## src/rtl/seg7_bin_display.sv

```systemverilog
// Converts a 16-bit binary value to five decimal digits with a shift-and-add-3 sequencer,
// then loads all five 7-segment outputs together so a partial result is never shown.
module seg7_bin_display #(
  parameter int ACTIVE_LOW    = 1,
  parameter int BLANK_LEADING = 1
) (
  input  logic        clk_clk,
  input  logic        reset_reset_n,
  input  logic        start,
  input  logic [15:0] value,
  output logic        busy,
  output logic        done,
  output logic [6:0]  seg_7_0,
  output logic [6:0]  seg_7_1,
  output logic [6:0]  seg_7_2,
  output logic [6:0]  seg_7_3,
  output logic [6:0]  seg_7_4
);

  typedef enum logic [1:0] {IDLE, CONVERT, UPDATE} state_t;

  localparam logic [6:0] BLANK_PAT = (ACTIVE_LOW != 0) ? 7'h7F : 7'h00;

  state_t      state, state_nxt;
  logic [15:0] shift_q;
  logic [19:0] bcd_q;
  logic [19:0] bcd_adj;
  logic [4:0]  cnt_q;
  logic        accept;
  logic [6:0]  seg_nxt [5];

  // done is high in the first IDLE cycle after UPDATE, so a start there is dropped
  assign accept = (state == IDLE) && start && !done;

  function automatic logic [6:0] enc7(input logic [3:0] d);
    case (d)
      4'd0:    enc7 = 7'h3F;
      4'd1:    enc7 = 7'h06;
      4'd2:    enc7 = 7'h5B;
      4'd3:    enc7 = 7'h4F;
      4'd4:    enc7 = 7'h66;
      4'd5:    enc7 = 7'h6D;
      4'd6:    enc7 = 7'h7D;
      4'd7:    enc7 = 7'h07;
      4'd8:    enc7 = 7'h7F;
      4'd9:    enc7 = 7'h6F;
      default: enc7 = 7'h00;
    endcase
  endfunction

  always_ff @(posedge clk_clk) begin
    if (!reset_reset_n) state <= IDLE;
    else                state <= state_nxt;
  end

  always_comb begin
    state_nxt = state;
    case (state)
      IDLE:    if (accept) state_nxt = CONVERT;
      CONVERT: if (cnt_q == 5'd15) state_nxt = UPDATE;
      UPDATE:  state_nxt = IDLE;
      default: state_nxt = IDLE;
    endcase
  end

  always_comb begin
    bcd_adj = bcd_q;
    for (int unsigned i = 0; i < 5; i++) begin
      if (bcd_q[4*i +: 4] >= 4'd5) bcd_adj[4*i +: 4] = bcd_q[4*i +: 4] + 4'd3;
    end
  end

  // Walk from the most significant digit down; blanking stops at the first nonzero digit
  always_comb begin
    logic       lead_zero;
    logic [6:0] pat;
    seg_nxt   = '{default: '0};
    lead_zero = (BLANK_LEADING != 0);
    pat       = '0;
    for (int unsigned j = 0; j < 5; j++) begin
      lead_zero = lead_zero && (bcd_q[4*(4-j) +: 4] == 4'd0) && (j != 4);
      pat       = lead_zero ? 7'h00 : enc7(bcd_q[4*(4-j) +: 4]);
      seg_nxt[4-j] = (ACTIVE_LOW != 0) ? ~pat : pat;
    end
  end

  always_ff @(posedge clk_clk) begin
    if (!reset_reset_n) begin
      shift_q <= '0;
      bcd_q   <= '0;
      cnt_q   <= '0;
      busy    <= 1'b0;
      done    <= 1'b0;
      seg_7_0 <= BLANK_PAT;
      seg_7_1 <= BLANK_PAT;
      seg_7_2 <= BLANK_PAT;
      seg_7_3 <= BLANK_PAT;
      seg_7_4 <= BLANK_PAT;
    end else begin
      done <= (state == UPDATE);
      if (accept) begin
        shift_q <= value;
        bcd_q   <= '0;
        cnt_q   <= '0;
        busy    <= 1'b1;
      end else if (done) begin
        busy <= 1'b0;
      end
      if (state == CONVERT) begin
        {bcd_q, shift_q} <= {bcd_adj[18:0], shift_q, 1'b0};
        cnt_q            <= cnt_q + 5'd1;
      end
      if (state == UPDATE) begin
        seg_7_0 <= seg_nxt[0];
        seg_7_1 <= seg_nxt[1];
        seg_7_2 <= seg_nxt[2];
        seg_7_3 <= seg_nxt[3];
        seg_7_4 <= seg_nxt[4];
      end
    end
  end

endmodule

```

## config.mk

```make
export PLATFORM = sky130hd
export DESIGN_NAME = seg7_bin_display
export DESIGN_NICKNAME = d
export VERILOG_FILES = /design/src/rtl/seg7_bin_display.sv
export SDC_FILE = /design/constraint.sdc
export NUM_CORES = 1
export LEC_CHECK = 0
export CAP_MARGIN = 20
export CORE_UTILIZATION = 57
export CTS_CLUSTER_SIZE = 24
export DETAILED_ROUTE_END_ITERATION = 8
export HOLD_SLACK_MARGIN = 0.1
export PLACE_DENSITY = 0.89
export SYNTH_ARGS = -nofsm -noshare
export SYNTH_HDL_FRONTEND = slang
export SYNTH_SLANG_ARGS = --single-unit
```

## constraint.sdc

```tcl
create_clock -name clk_clk -period 4.2 [get_ports clk_clk]
set_input_delay 1.26 -clock clk_clk [delete_from_list [all_inputs] [get_ports clk_clk]]
set_output_delay 1.26 -clock clk_clk [all_outputs]
set_load 0.03 [all_outputs]
```

After elaboration in Yosys (flattened, before gate mapping)
Memory sizes are Yosys's and may differ from the RTL's. A register that Yosys moved wholly into a read port is not among the register bits.
Index checks and enable logic that the tools add are counted.
{"block": "totals", "rom_bits": 560, "latchBits": 0, "reg_bits": 80, "inputBits": 19, "mem_bits_rw": 0, "memories": 5}
{"memory": "(no name shown)", "words": 16, "width": 7, "read_ports": 1, "rd_ports_with_merged_regs": 1, "write_ports": 0, "line": "36", "rtl": "case (d)"}
{"memory": "(no name shown)", "words": 16, "width": 7, "read_ports": 1, "rd_ports_with_merged_regs": 1, "write_ports": 0, "line": "36"}
{"memory": "(no name shown)", "words": 16, "width": 7, "read_ports": 1, "rd_ports_with_merged_regs": 1, "write_ports": 0, "line": "36"}
{"memory": "(no name shown)", "words": 16, "width": 7, "read_ports": 1, "rd_ports_with_merged_regs": 1, "write_ports": 0, "line": "36"}
{"memory": "(no name shown)", "words": 16, "width": 7, "read_ports": 1, "rd_ports_with_merged_regs": 1, "write_ports": 0, "line": "36"}
{"block": "classes", "n_div": 0, "n_lt_le_gt_ge": 5, "n_eq_ne": 5, "mul": 0, "n_bitwise": 6, "reduce_logical": 15, "n_mux": 30, "n_addsub": 6, "n_shift": 0}
{"cell": "4-bit two-way mux", "n": 14}
{"cell": "20-bit two-way mux", "n": 2}
{"cell": "7-bit NOT", "n": 5}
{"cell": "16-bit two-way mux", "n": 2}
{"cell": "7-bit two-way mux", "n": 4}
{"cell": "4-bit by 3-bit >= comparator with 1-bit output (second input constant)", "n": 5}
{"cell": "4-bit by 2-bit adder with 4-bit output (second input constant)", "n": 4}
{"cell": "4-bit zero test", "n": 4}
{"cell": "5-bit two-way mux", "n": 2}
{"cell": "5-bit by 1-bit adder with 5-bit output (second input constant)", "n": 1}
{"cell": "5-bit by 4-bit == test with 1-bit output (second input constant)", "n": 1}
{"cell": "1-bit logical AND", "n": 5}
{"cell": "2-bit two-way mux", "n": 2}
{"cell": "2-bit != test (second input constant)", "n": 2}
{"cell": "2-bit case mux with 2 select lines", "n": 1}
{"cell": "2-bit nonzero test", "n": 2}
{"cell": "3-bit by 2-bit adder with 3-bit output (second input constant)", "n": 1}
{"cell": "3-bit two-way mux", "n": 1}
{"cell": "2-bit by 1-bit == test with 1-bit output (second input constant)", "n": 1}
{"cell": "2-bit == test (second input constant)", "n": 1}
{"cell": "2-bit zero test", "n": 1}
{"cell": "1-bit two-way mux", "n": 2}
{"cell": "2-bit AND reduction", "n": 1}
{"cell": "2-bit OR reduction", "n": 1}
{"cell": "2 further kinds", "n": 2}

Depth between registers and ports, before layout
{"block": "depth", "word_depth": 7, "mapped_depth": 11, "depth_no_buf": 11}

Worst setup path before layout
Ideal clock, no wire load.
{"block": "synth_path", "path_type": "input -> register", "from": "in reset_reset_n", "to": "reg with a tool-made name", "path_stages": 9, "setup_time_ps": 121, "t_required_ps": 4079, "arrival_ps": 3019, "path_slack_ps": 1061, "path_cell_list": "buf_4 inv_1 or3_1 buf_2 o32ai_2 inv_1 ha_1 mux2_1 mux2_2"}
{"item": "start: declaration", "line": "8", "rtl": "input logic reset_reset_n,"}

==> results_dict.tcl <==
set metrics [dict create \
    status "finished clean" \
    start_util 0.586 \
    row_count 36 \
    crit_arrival_ns 3.71 \
    rsz0062_at_grt "false" \
    ys_seq_area_frac 0.402 \
    holdBufCountCts 0 \
    finalPower_mw 2.78 \
    synth_top_area_frac 0.402 \
    grt_usage 0.274 \
    slew_headroom 0.501 \
    fin_setup_tns_ns 0 \
    maxCapViolations 0 \
    final.setup.worst_slack_ns 0.932 \
    endpoint_kind "register" \
    die-area_um2 10500 \
    placed_cells 789 \
    worstPathMaxFanout 8 \
    drc_errors 0 \
    synth_cells 633 \
    io_pins 56 \
    power.share.sequential 0.402 \
    async_flop_share 0 \
    startpoint_type "input port" \
    cts_setup_buffers 0 \
    drive_gt1_frac 0.106 \
    vias_per_cell 6.06 \
    grt_max_degree 60 \
    cts_sinks 115 \
    grt_pass1_wl_um 22300 \
    fin_skew_ns 0.0102 \
    final_cells 821 \
    pwr_density_cell_nw_per_um2 402 \
    overflow 0 \
    n_antenna_cell 0 \
    max-vdd-ir-drop_mv 0.207 \
    netlist_area_um2 5730 \
    gp_congestion 0.884 \
    cts_made_buffers 17 \
    drtIter0Drc 327 \
    synth.net_count 697 \
    setup_viol 0 \
    hold_class "register to register" \
    drt-total-wl_um 13700 \
    period_needed_ns 3.27 \
    vias 4977 \
    first_global_vias 4848 \
    switching_share 0.224 \
    cts_root_buffer "clkbuf_8" \
    synthFlopType "dfxtp_1" \
    p_sw_mw 0.623 \
    die_w_um 102 \
    power_frac_clock 0.559 \
    synth_area_leaders "dfxtp_1 (40%), ha_1 (9.8%), nand2_1 (5.8%), o21ai_0 (3.7%), a21oi_1 (2.3%)" \
    yosys_warnings 0 \
    dp_hpwl_um 8470 \
    use_met1 0.294 \
    dp_worst_setup_slack_ns 0.461 \
    numPortBuffers 55 \
    antenna_left 0 \
    antenna_found_initial 0 \
    first_pass_iters 5 \
    synth_top_area_cell "dfxtp_1" \
    htree_levels 4 \
    final_hold_viol_count 0 \
    postSynthAreaPerCell_um2 9.05 \
    clockBufferDepth 2 \
    worstSkewPairLatency_ns 0.54 \
    path_clk_slew_ns 0.06 \
    die_y_um 102 \
    core-area_um2 9770 \
    rrSetupSlack_ns 1.26 \
    grt_use_met2 0.495 \
    worstMarginPinSlew_ns 0.749 \
    p_leak_nw 2.73 \
    cts_resized 0 \
    met3_usage 0.0657 \
    crit_type "input port to register" \
    fmax_mhz 306 \
    crit_required_ns 4.64 \
    top_usage_layer "met2" \
    cts_tree "built" \
    synthToLayoutAreaGrowth_pct 20.9 \
    synth_edf_count 0 \
    ys_ff_latch 115 \
    combPwrFrac 0.040 \
    nNetsFinal 739 \
    drv_slew 0 \
    wl_per_cell_um 16.7 \
    power.internal_mw 2.16 \
    ys_types 79 \
    period_share 0.778 \
]
==> metrics by stage <==
step / area (um^2) / utilization / hold WS (ns)
6_report: 6920 / 0.708 / 0.446
5_1_grt: 6920 / 0.708 / 0.461
4_1_cts: 6920 / 0.708 / 0.446
3_5_place_dp: 6290 / 0.644 / 0.435
3_3_place_gp: 6290 / 0.644 / 0.430
2_1_floorplan: 5730 / - / 0.415
==> worst max-delay path, stage by stage <==
cell and delay, ns:
clkdlybuf4s50_1 0.51, nor3b_2 0.37, or3_1 0.41, o32ai_1 0.28, ha_1 0.30, and3_1 0.17
a31o_2 0.22, o41ai_2 0.19
==> logic make-up after synthesis <==
family | count (synthesis) | share of synthesized area
fa+ha+maj | 45 | 0.0983
mux | 6 | 0.0109
xor+xnor | 6 | 0.00917
simple gates | 195 | 0.174
flops | 115 | 0.402
buf+inv | 76 | 0.0620
compound gates | 190 | 0.244
==> per-layer routing <==
| metal | vias to the layer above | part of all wire |
|---|---|---|
| li1 | 2331 | - |
| met1 | 2367 | 0.40 |
| met2 | 225 | 0.52 |
| met3 | 54 | 0.056 |
| met4 | 0 | 0.029 |
| met5 | - | 0 |
==> cell usage after synthesis (7+ instances only) <==
cell type	instances
inv_1	32
a21o_1	9
a21oi_1	26
o22ai_1	7
a22oi_1	17
o211ai_1	12
nand3_1	16
o2bb2ai_1	14
o21ai_0	42
buf_2	9
nand2_1	89
nor3_1	8
dfxtp_1	115
and2_1	14
nor2_1	27
ha_1	45
clkbuf_1	21
==> power groups by stage <==
| stage | Combinational (mW) | Clock [mW] | Sequential, mW |
|---|---|---|---|
| after floorplan | 0.0769 | 0 | 1.14 |
| after global placement | 0.104 | 0 | 1.14 |
| after detailed placement | 0.108 | 0 | 1.14 |
| after CTS | 0.110 | 1.55 | 1.12 |
| after global routing | 0.120 | 1.61 | 1.12 |
| final | 0.111 | 1.55 | 1.12 |
==> area by class of cell <==
class,instances,area (um^2)
clock inverters,12,176
clock buffers,20,455
fillers,682,2850
well taps,133,166
multi-input cells,442,3070
inverters,37,151
flip-flops and latches,115,2300
repair buffers,62,598
==> cell usage in the layout (no fill, tap or decap), types with 3 or more instances in the layout <==
| master | netlist | final |
|---|---|---|
| a2111oi_0 | 4 | 4 |
| a21oi_2 | 3 | 3 |
| and3_1 | 5 | 5 |
| inv_2 | 4 | 4 |
| dfxtp_1 | 115 | 115 |
| a22oi_1 | 17 | 17 |
| o21a_1 | 4 | 4 |
| o21ai_1 | 5 | 5 |
| o311ai_1 | 3 | 3 |
| a211oi_1 | 5 | 5 |
| nor3_1 | 8 | 8 |
| mux2i_1 | 4 | 4 |
| clkdlybuf4s50_1 | 0 | 54 |
| inv_1 | 32 | 32 |
| o211ai_1 | 12 | 12 |
| buf_4 | 4 | 7 |
| a22o_1 | 3 | 3 |
| o32a_1 | 4 | 4 |
| nor3b_1 | 3 | 3 |
| o32ai_1 | 5 | 5 |
| clkbuf_16 | 0 | 16 |
| xnor2_1 | 4 | 4 |
| nor2_1 | 27 | 27 |
| a21o_1 | 9 | 9 |
| a31oi_1 | 5 | 5 |
| nand2b_1 | 6 | 6 |
| bufinv_16 | 0 | 4 |
| or3_1 | 4 | 4 |
| a21oi_1 | 26 | 26 |
| clkinv_2 | 0 | 3 |
| nand2_1 | 89 | 89 |
| and2_1 | 14 | 14 |
| o22ai_1 | 7 | 7 |
| clkbuf_8 | 0 | 4 |
| ha_1 | 45 | 45 |
| o21ai_0 | 42 | 42 |
| o2bb2ai_1 | 14 | 14 |
| nand3_1 | 16 | 16 |
==> worst paths after layout <==
kind                         startpoint                    end  cells past startpoint
setup reg to reg  state[0]$_SDFFE_PN0P_               register                      8
hold / removal    cnt_q[3]$_SDFFE_PN0N_  cnt_q[3]$_SDFFE_PN0N_                      1
setup / recovery                  start               register                      8
hold reg to reg   cnt_q[3]$_SDFFE_PN0N_  cnt_q[3]$_SDFFE_PN0N_                      1
(Power assumes the default switching activity.)
==> RTL edit 1, RTL diff (config.mk and constraints unchanged) <==
The 3 states of `state_t` get a one-hot encoding in 3 bits.
--- a/src/rtl/seg7_bin_display.sv
+++ b/src/rtl/seg7_bin_display.sv
@@ -19,3 +19,3 @@
 
-  typedef enum logic [1:0] {IDLE, CONVERT, UPDATE} state_t;
+  typedef enum logic [2:0] {IDLE = 3'b001, CONVERT = 3'b010, UPDATE = 3'b100} state_t;
 
Behaviour: same outputs for any inputs over 10 cycles, from zero or initial values and one cycle with reset_reset_n low; not proved beyond that.
==> RTL edit 1 against the unedited design <==
  * Wire length down 8.0%
  * Register-to-register slack better by 0.13 ns
  * Total power up 1.5%
  * Design area down 0.67%
  * Synthesized area down 2.5%
  * Worst setup slack better by 0.017 ns
  * Core utilization up 2.6 points
  * Sequential cell count up 1
==> RTL edit 1: results (changes against the unedited design) <==
stage,metric,value,unit,change
status,status,completed,,
place,Area after DPL,0.00623,sq mm,-0.97%
yosys,xor/xnor share of the synthesized area,0.941,%,+0.024 points
place,Routability Congestion,0.867,,-1.9%
yosys,compound-cell area share of the yosys netlist,21.2,%,-3.2 points
place,Place WS,0.504,ns,+0.0433 ns
critical_path,FF-to-FF Start,bcd_q[12],,
yosys,Synth area leaders,"dfxtp_1 42%, ha_1 10%, nor2_1 5.0%, nand2_1 4.0%, mux2i_1 3.6%",,
yosys,Post-Syn Nets,675,,-3.2%
yosys,post-synth cell types,68,,-14%
timing,clk_skew,0.00971,ns,-0.000499 ns
detailed_routing,met1 wire length,5350,um,-1.5%
global_route,largest net degree at the start of global routing,49,,-18%
cells_and_area,share of cells above drive strength 1,10.2,%,-0.42 points
yosys,adder and majority gate portion of the synthesized area,10.1,%,+0.25 points
place,Post-DP HPWL,8130,um,-4.0%
detailed_routing,via/cell ratio,5.77,,-4.7%
yosys,mux cell area share after synthesis,3.59,%,+2.5 points
power,leakage,2.75,nW,+0.87%
cells_and_area,area of the multi-input gates,0.00300,sq mm,-2.4%
global_route,vias in the first global route,4596,,-5.2%
timing,Slew headroom,46.0,%,-4.1 points
cells_and_area,Fillers,651,,-4.5%
global_route,Global Route Usage Sum,26.8,%,-0.58 points
critical_path,CP Max Fanout,10,,+2
detailed_routing,1st-iter DRT viols,362,,+11%
critical_path,CP Data Arrival Time,3.64,ns,-0.07 ns
detailed_routing,Met3 Wirelength,575,um,-26%
yosys,post-synthesis sequential area ratio,41.6,%,+1.4 points
detailed_routing,per-cell routed wire length,15.7,um,-6.2%
detailed_routing,met2 wire length,6480,um,-8.8%
power,peak supply drop,0.297,mV,+43%
clock_network,"Clk Latency, worst-skew pair",0.52,ns,-0.02 ns
## RTL edit 1: changes by cell type after synthesis, moves of 8 or more
cell,unedited run,this run
mux2i_1,4,20
a211oi_1,5,16
nand2_1,89,60
o21ai_0,42,28
a21oi_1,26,10
nor2_1,27,74
a22oi_1,17,9
## RTL edit 1: layout make-up
type | count | share of cell area, %
multi-input combinational | 431 | 43.6
sequential | 116 | 33.8
timing repair buffer | 66 | 9.13
clock buffer | 20 | 6.48
clock inverter | 12 | 2.93
tap | 129 | 2.35
inverter | 32 | 1.75
## RTL edit 1: per-layer routing
metal	up-vias	global-route usage, %
met5	-	0
li1	2276	-
met3	24	7.28
met1	2217	29.4
met2	137	49.0
met4	0	10.3
## RTL edit 1: logic make-up (layout without fill, tap and decap cells)
| logic type | Yosys count | count (layout) |
|---|---|---|
| and+or+nand+nor | 206 | 206 |
| AOI/OAI and AO/OA | 154 | 154 |
| DFF | 116 | 116 |
| buffers and inverters | 64 | 130 |
| adders and majority gates | 45 | 45 |
| muxes | 20 | 20 |
| xor gates and xnor gates | 6 | 6 |
## RTL edit 1: worst max-delay path, stage by stage
cell	delay, ns
clkdlybuf4s50_1	0.42
and4bb_1	0.25
o21ai_4	0.31
buf_4	0.24
a22oi_1	0.11
nor2_1	0.23
inv_1	0.13
ha_1	0.30
o311ai_0	0.39
## RTL edit 1: power breakdown
group,switching (W),internal [W],total [W]
sequential,0.0000107,0.00112,0.00113
combinational,0.0000647,0.0000500,0.000115
clock,0.000526,0.00106,0.00158
## RTL edit 1: final timing paths
check	endpoint	slack, ns	depth (start not counted)
setup / recovery	flip-flop	0.95	9
hold / removal	seg_7_0[2]	0.44	1
setup reg to reg	flip-flop	1.39	11
hold reg to reg	seg_7_0[2]	0.44	1
## RTL edit 1: through the flow
| stage | total power, W | std cells |
|---|---|---|
| 6_report | 0.00282 | 806 |
| 2_1_floorplan | 0.00122 | 611 |
| 5_1_grt | 0.00290 | 806 |
| 4_1_cts | 0.00284 | 806 |
| 3_5_place_dp | 0.00126 | 774 |
| 3_3_place_gp | 0.00126 | 774 |
==> RTL edit 2, RTL diff (same flow settings) <==
Made on the original files. Put one more register stage on the output `seg_7_1`, cleared by the reset. The value now appears one clock later. The other outputs are not delayed to match.
--- a/src/rtl/seg7_bin_display.sv
+++ b/src/rtl/seg7_bin_display.sv
@@ -22,2 +22,4 @@
   localparam logic [6:0] BLANK_PAT = (ACTIVE_LOW != 0) ? 7'h7F : 7'h00;
+
+  logic [6:0] seg_7_1_s0;
 
@@ -94,3 +96,3 @@
       seg_7_0 <= BLANK_PAT;
-      seg_7_1 <= BLANK_PAT;
+      seg_7_1_s0 <= BLANK_PAT;
       seg_7_2 <= BLANK_PAT;
@@ -114,3 +116,3 @@
         seg_7_0 <= seg_nxt[0];
-        seg_7_1 <= seg_nxt[1];
+        seg_7_1_s0 <= seg_nxt[1];
         seg_7_2 <= seg_nxt[2];
@@ -122,2 +124,10 @@
 
+  always_ff @(posedge clk_clk) begin
+    if (!reset_reset_n) begin
+      seg_7_1 <= '0;
+    end else begin
+      seg_7_1 <= seg_7_1_s0;
+    end
+  end
+
 endmodule
Check against the original RTL: not equivalent (Yosys sat finds a counterexample within 4 cycles, from zero or initial values and one cycle with reset_reset_n low).
==> RTL edit 2 against the unedited design <==
  * Via count fell by 5.7%
  * Critical path type unchanged
  * Design area is 2.1% lower
  * Largest power group unchanged
  * Synthesized area shrank 3.0%
  * Maximum frequency grew 3.9%
  * Wire length decreased by 11%
  * Worst setup slack better by 0.12 ns
  * Die area shrank 3.0%
  * Worst hold slack worse by 0.0067 ns
  * Largest cell class unchanged
  * Sequential cell count grew 7
  * Total power decreased by 0.96%
  * First-iteration DRC count is 26% lower
  * Clock skew shrank 0.0036 ns
==> RTL edit 2: results (changes against the unedited design) <==
stage,metric,value,unit,change
detailed_routing,met2 wire length,6060,um,-15%
yosys,Synth area leaders,"dfxtp_1 44%, ha_1 10%, nand2_1 6.8%, o21ai_0 5.4%, a22oi_1 2.8%",,
global_route,Global Route Usage Sum,25.1,%,-2.3 points
clock_network,post-CTS setup buffers,0,,unchanged
yosys,post-synth cell types,63,,-20%
global_route,GR Layer Usage met2,43.6,%,-5.9 points
detailed_routing,final wirelength,12200,um,-11%
status,status,completed,,
yosys,Yosys Warn Count,0,,unchanged
critical_path,R2R Setup Slk,1.67,ns,+0.41 ns
yosys,adder and majority gate portion of the synthesized area,10.1,%,+0.31 points
clock_network,"Clk Latency, worst-skew pair",0.53,ns,
timing,clk_skew,0.00663,ns,-0.00358 ns
global_route,global-route wire length before repair,19800,um,-11%
power,sw frac,21.4,%,-0.96 points
critical_path,CP Data Arrival Time,3.60,ns,-0.11 ns
cells_and_area,Ant. Diodes,0,,unchanged
place,Routability Congestion,0.852,,-3.6%
cells_and_area,# nets final,748,,+1.2%
yosys,mux cell area share after synthesis,1.26,%,+0.17 points
clock_network,CTS resizes,0,,unchanged
detailed_routing,Met3 Wirelength,647,um,-16%
yosys,post-synthesis sequential area ratio,44.0,%,+3.8 points
timing,Worst Max-Slew Pin Slew,0.672,ns,-0.0766 ns
yosys,compound-cell area share of the yosys netlist,21.6,%,-2.7 points
cells_and_area,share of cells above drive strength 1,8.62,%,-2.0 points
global_route,met1 usage,28.4,%,-1.0 points
critical_path,CP Max Fanout,17,,+9
critical_path,Max stage delay on crit path,0.49,ns,-0.02 ns
critical_path,"Max stage delay cell, worst path",clkdlybuf4s50_1,,
power,peak supply drop,0.288,mV,+39%
timing,Final setup viols,0,,unchanged
detailed_routing,Top Layer Used,met4,,
detailed_routing,via/cell ratio,5.69,,-6.1%
yosys,xor/xnor share of the synthesized area,0.946,%,+0.029 points
yosys,Synth top cells by count,"122 x dfxtp_1, 100 x nand2_1, 60 x o21ai_0, 45 x ha_1, 38 x nor2_1",,
critical_path,Worst R2R Path Depth,11,,+3
global_route,largest net degree at the start of global routing,48,,-20%
detailed_routing,met1 wire length,5130,um,-5.7%
clock_network,"CTS clk-pin slew, worst paths",0.06,ns,about the same
global_route,met3 Resource Use GR,6.24,%,-0.33 points
place,Area after DPL,0.00619,sq mm,-1.6%
place,Post-DP HPWL,7710,um,-8.9%
hold_path,WHS Endpoint,seg_7_0[5],,
detailed_routing,1st-iter DRT viols,242,,-26%
clock_network,Inserted Clock Buffers,17,,unchanged
power,leakage,2.77,nW,+1.6%
critical_path,FF-to-FF Start,bcd_q[1],,
cells_and_area,Fillers,659,,-3.4%
global_route,vias in the first global route,4383,,-9.6%
## RTL edit 2: cell type report
class | instances | share of cell area (%)
Timing Repair Buffer | 61 | 8.72
Sequential cell | 122 | 36.0
Multi-Input combinational cell | 446 | 42.2
Clock inverter | 8 | 1.74
Tap cell | 129 | 2.38
Inverter | 36 | 1.99
Clock buffer | 23 | 6.89
## RTL edit 2: critical path, delay by kind of cell
kind / cells / cell delay, ns
buffers and inverters: 2 / 0.60
adders and majority gates: 1 / 0.24
AOI/OAI and AO/OA: 3 / 0.59
and+or+nand+nor: 3 / 0.90
## RTL edit 2: cell families (layout without fill, tap and decap cells)
logic type	count (synthesis)	in the layout
AOI/OAI and AO/OA	178	178
adders and majority gates	45	45
xor gates and xnor gates	6	6
DFF	122	122
and+or+nand+nor	210	210
buffers and inverters	65	128
muxes	7	7
## RTL edit 2: power by group through the flow
stage	clock network [W]	logic, W	registers [W]
2_1_floorplan	0	0.0000676	0.00122
6_report	0.00145	0.000121	0.00119
3_5_place_dp	0	0.000118	0.00121
4_1_cts	0.00145	0.000119	0.00119
5_1_grt	0.00151	0.000130	0.00119
3_3_place_gp	0	0.000114	0.00121
## RTL edit 2: worst max-delay path by stage
stage                       start        end  slack (ns)  depth (start not counted)
floorplan           reset_reset_n  flip-flop        1.13                          8
detailed placement          start  flip-flop        0.65                          9
global placement            start  flip-flop        0.67                          9
global route                start  flip-flop        0.92                          9
finish                      start  flip-flop        1.05                          9
CTS                         start  flip-flop        1.07                          9
## RTL edit 2: through the flow
step                hold WS, ns  setup slack, ns  utilization (%)  instances
global route              0.462            0.922             72.6        825
floorplan                 0.415             1.13                -        633
finish                    0.440             1.05             72.6        825
CTS                       0.441             1.07             72.6        825
global placement          0.426            0.668             66.4        794
detailed placement        0.433            0.647             66.4        794
